[src/rtl/ram_arbiter.sv]
// Shares one single-port RAM between the i8080 CPU and a DMA master and generates cpu_ce.
// Optional stall statistics counter enabled by defining ARB_STALL_STATS_EN.
`timescale 1ns/1ps
module ram_arbiter #(
    parameter int ADDR_WIDTH = 10,
    parameter int DATA_WIDTH = 8,
    parameter int DMA_BURST  = 4
) (
    input  logic                  clk,
    input  logic                  reset_n,
    output logic                  cpu_ce,
    input  logic [ADDR_WIDTH-1:0] cpu_addr,
    input  logic                  cpu_rd,
    input  logic                  cpu_we,
    input  logic [DATA_WIDTH-1:0] cpu_wdata,
    output logic [DATA_WIDTH-1:0] cpu_rdata,
    input  logic                  dma_req,
    input  logic                  dma_we,
    input  logic [ADDR_WIDTH-1:0] dma_addr,
    input  logic [DATA_WIDTH-1:0] dma_wdata,
    output logic                  dma_gnt,
    output logic                  dma_ack,
    output logic [DATA_WIDTH-1:0] dma_rdata,
    output logic [ADDR_WIDTH-1:0] mem_addr,
    output logic [DATA_WIDTH-1:0] mem_wdata,
    output logic                  mem_rd,
    output logic                  mem_we,
    input  logic [DATA_WIDTH-1:0] mem_rdata,
    output logic [15:0]           stall_cnt
);

    typedef enum logic [1:0] {
        CPU_A,
        CPU_B,
        DMA_A,
        DMA_B
    } state_t;

    localparam logic [3:0] BURST_MAX = 4'(DMA_BURST);

    state_t     state, state_nx;
    logic [3:0] burst_cnt, burst_nx;

    always_ff @(posedge clk or negedge reset_n) begin
        if (!reset_n) begin
            state     <= CPU_A;
            burst_cnt <= 4'd0;
        end else begin
            state     <= state_nx;
            burst_cnt <= burst_nx;
        end
    end

    always_comb begin
        state_nx  = state;
        burst_nx  = burst_cnt;
        mem_addr  = cpu_addr;
        mem_wdata = cpu_wdata;
        mem_rd    = 1'b0;
        mem_we    = 1'b0;
        unique case (state)
            CPU_A: begin
                mem_rd   = cpu_rd;
                state_nx = CPU_B;
            end
            CPU_B: begin
                mem_we   = cpu_we;
                burst_nx = 4'd0;
                state_nx = dma_req ? DMA_A : CPU_A;
            end
            DMA_A: begin
                mem_addr  = dma_addr;
                mem_wdata = dma_wdata;
                mem_rd    = ~dma_we;
                mem_we    = dma_we;
                burst_nx  = burst_cnt + 4'd1;
                state_nx  = DMA_B;
            end
            DMA_B: begin
                mem_addr  = dma_addr;
                mem_wdata = dma_wdata;
                // burst_cnt already includes the access that just finished
                if (dma_req && (burst_cnt < BURST_MAX)) state_nx = DMA_A;
                else                                    state_nx = CPU_A;
            end
            default: state_nx = CPU_A;
        endcase
    end

    assign cpu_ce    = (state == CPU_B);
    assign dma_gnt   = (state == DMA_A) || (state == DMA_B);
    assign dma_ack   = (state == DMA_B);
    assign cpu_rdata = mem_rdata;
    assign dma_rdata = mem_rdata;

`ifdef ARB_STALL_STATS_EN
    logic [15:0] stall_q;

    always_ff @(posedge clk or negedge reset_n) begin
        if (!reset_n) begin
            stall_q <= 16'h0000;
        end else if (dma_gnt && (stall_q != 16'hFFFF)) begin
            stall_q <= stall_q + 16'h0001;
        end
    end

    assign stall_cnt = stall_q;
`else
    assign stall_cnt = 16'h0000;
`endif

endmodule

[config.mk]
export PLATFORM = sky130hd
export DESIGN_NAME = ram_arbiter
export DESIGN_NICKNAME = d
export VERILOG_FILES = /design/src/rtl/ram_arbiter.sv
export SDC_FILE = /design/constraint.sdc
export NUM_CORES = 1
export LEC_CHECK = 0
export CORE_MARGIN = 1
export CORE_UTILIZATION = 26
export CTS_BUF_LIST = sky130_fd_sc_hd__clkbuf_16
export DETAILED_ROUTE_END_ITERATION = 6
export GPL_TIMING_DRIVEN = 0
export PLACE_DENSITY = 0.89
export SETUP_SLACK_MARGIN = 0.05
export SLEW_MARGIN = 5
export SYNTH_ARGS = -nofsm -noshare
export SYNTH_HDL_FRONTEND = slang
export SYNTH_SLANG_ARGS = --single-unit
[constraint.sdc]
create_clock -name clk -period 2.15 [get_ports clk]
set_input_delay 0.3225 -clock clk [delete_from_list [all_inputs] [get_ports clk]]
set_output_delay 0.3225 -clock clk [all_outputs]
set_load 0.02 [all_outputs]
==> flow_summary.ini <==
[sta]
post_route_minimum_period_ns = 2.11
timing.final.crit_share_pct = 97.9
finalSetupViolCount = 0
grt_setup_unrepaired = true
max_freq_mhz = 475
finalClockSkew_ns = 0.000366
final_hold_viol_count = 0
fin_hold_ws_ns = 0.349
timing.final.max_slew_violations = 0

[cells_and_area]
finish.utilization_pct = 63.2
cell_area_after_layout_um2 = 1960
area_growth_syn_to_layout_pct = 128
post_route_cells_drive_above_1_share_pct = 44.1
post_layout_nonfiller_instances = 239
antenna_cells_inserted = 0
nNetsFinal = 252

[die]
fp.coreArea_um2 = 3100
die_y_um = 59.5
rows = 20
dieWidth_um = 59.5
floorplan.initialDensity_pct = 27.7
dieArea_um2 = 3530
io-pin-count = 105

[worst_setup_path]
cp_num_buf_inv = 4
cell_chain_of_the_critical_path = inv_2, ha_4, nor2_4, buf_6, buf_6, mux2_4, buf_6
cp_common_cell = sky130_fd_sc_hd__buf_6
worstPathArrival_ns = 1.78
cp_slowest_stage_delay_ns = 0.42
r2r_setup_slk_ns = 0.55
regToRegStartpoint = state[0]$_DFF_PN0_
ff2ff_path_depth = 7
cp-start-kind = register
critical_path_depth = 7
family_with_the_most_delay_on_the_worst_path = buffers and inverters
worst-path-max-fanout = 5
crit_required_ns = 1.83
crit_path_end_kind = output pin
crit-reg2reg-capture = burst_cnt[3]$_DFFE_PN0P_
slowest_stage = sky130_fd_sc_hd__dfrtp_1
criticalPathCategory = register to output pin

[drt]
wl_per_cell_um = 13.1
vias = 933
drtAntennaViolNets = 0
drt-pass1-iter-count = 2
drcViolationCount = 0
wl_um = 3140
drt_first_iter_violations = 8
route.detailed.vias_per_inst = 3.90

[clock_tree]
tritoncts.num_buffers = 3
clk_path_buf_depth = 2
clk_latency_ns = 0.23
clock-sinks = 6
cts_hold_buffers = 0
cts.root.buffer_cell = sky130_fd_sc_hd__clkbuf_16
clk_pin_slew_worst_paths_ns = 0.03
total_number_of_h_tree_levels = 1
cts_tree = done

[place]
dp.final_hpwl_um = 2460
place.gp.congestion = 0.715
place_area_um2 = 1770
port_buffers = 80
place.detailed.instances = 227

[grt]
antenna_found_initial = 0
pin_count_of_the_biggest_net_entering_global_routing = 7
grt_pass1_wl_um = 4360
grt_usage_pct = 17.1
grt_pass1_vias = 910
grt_overflow = 0

[run]
max_cap_violations = 0

[logic_synthesis]
ys.warnings.count = 0
postSynthRegisterBits = 6
gate_count_after_technology_mapping = 88
ys_types = 21
ys_seq_area_share_pct = 17.5
synth.cell_area_um2 = 858
synth.avg_cell_area_um2 = 9.75

[status]
outcome = complete, no violations

[hold_path]
timing.hold.worst.class = input port to asynchronous set/reset pin

[power_and_ir_drop]
max-vdd-ir-drop_mv = 0.954
fin_total_pwr_mw = 1.97
power-per-cell-area_nw_per_um2 = 1010
leakagePower_nw = 0.971
## registers in the layout (all words and copies together) (netlist names)
name,flops
burst_cnt,4
state,2
## power breakdown
| group | internal [mW] | switching [mW] |
|---|---|---|
| logic | 0.825 | 0.670 |
| clock network | 0.239 | 0.0615 |
| registers | 0.140 | 0.0356 |
## metal layers
layer  wire (um)  track usage (%)  share of wire [%]  vias to the layer above
met2        1750             36.0                 56                       53
li1            -                -                  -                      462
met3         323             5.68                 10                        3
met4          23             4.08               0.73                        0
met5           0                0                  0                        -
met1        1040             14.9                 33                      415
## area by class of cell
class                      instances  area, um^2
fill                             264        1140
timing repair buffer              89         883
sequential                         6         150
multi-input combinational         58         514
buffer                            33         260
clock buffer                       3        75.1
tap                               44        55.1
inverter                           6        22.5
## layout by cell type, fill, tap and decap left out, drive strengths merged, types with 2 or more instances in the layout
master	instances
dfrtp	6
nand2	4
o21ai	2
nand3	2
conb	16
dlygate4sd2	2
inv	6
clkdlybuf4s50	59
mux2i	2
nor2	2
ha	5
mux2	18
buf	60
clkbuf	3
## synthesized netlist by cell type (all sizes together)
| master | number | share of area (%) |
|---|---|---|
| buf | 33 | 30 |
| mux2 | 18 | 28 |
| dfrtp | 6 | 17 |
| inv | 6 | 2.6 |
| ha | 5 | 7.3 |
| nand2 | 4 | 1.7 |
| mux2i | 2 | 2.3 |
| nand3 | 2 | 1.2 |
| nor2 | 2 | 1.7 |
| o21ai | 2 | 1.2 |
| a21oi | 1 | 0.58 |
| a22o | 1 | 1.0 |
| a22oi | 1 | 0.87 |
| conb | 1 | 0.44 |
| nor3b | 1 | 0.87 |
| o2bb2ai | 1 | 1.0 |
| o311ai | 1 | 1.0 |
| or2 | 1 | 0.73 |
## repair_timing
item,4_1_cts,5_1_grt
setup endpoints to repair,21,19
resized for setup,86,29
setup buffers,8,1
cloned,1,0
pin swaps,1,1
## worst reg2reg max path, delay by kind of cell, from the launching register on
| family | cells | cell delay [ns] |
|---|---|---|
| AO/OA/AOI/OAI | 1 | 0.38 |
| adder cells (fa/ha/maj) | 1 | 0.15 |
| buffers and inverters | 4 | 0.42 |
| AND/OR/NAND/NOR | 1 | 0.08 |
| flip-flops | 1 | 0.42 |
## kinds of logic after synthesis
group	count (synthesis)	share of synthesized area (%)
AND/OR/NAND/NOR	10	6.27
adder cells (fa/ha/maj)	5	7.29
AO/OA/AOI/OAI	7	5.69
multiplexers	20	29.9
flip-flops	6	17.5
other	1	0.437
buffers and inverters	39	32.9
## metrics by stage
| step | setup slack [ns] | setup TNS, ns |
|---|---|---|
| after global routing | -0.0381 | -0.249 |
| after floorplan | 0.370 | 0 |
| after CTS | -0.00850 | -0.0230 |
| final | 0.0444 | 0 |
| after detailed placement | -0.308 | -4.04 |
| after global placement | -0.291 | -3.81 |
## worst max path at each step
| stage | startpoint | endpoint | slack, ns |
|---|---|---|---|
| 3_3_place_gp | state[0]$_DFF_PN0_ | mem_addr[5] | -0.29 |
| 3_5_place_dp | state[0]$_DFF_PN0_ | mem_addr[4] | -0.31 |
| 2_1_floorplan | state[0]$_DFF_PN0_ | mem_addr[3] | 0.37 |
| 4_1_cts | state[0]$_DFF_PN0_ | mem_addr[5] | -0.009 |
| 5_1_grt | state[0]$_DFF_PN0_ | mem_addr[3] | -0.04 |
| 6_report | state[0]$_DFF_PN0_ | mem_addr[5] | 0.04 |
No activity file was read; power rests on OpenSTA's default activity.
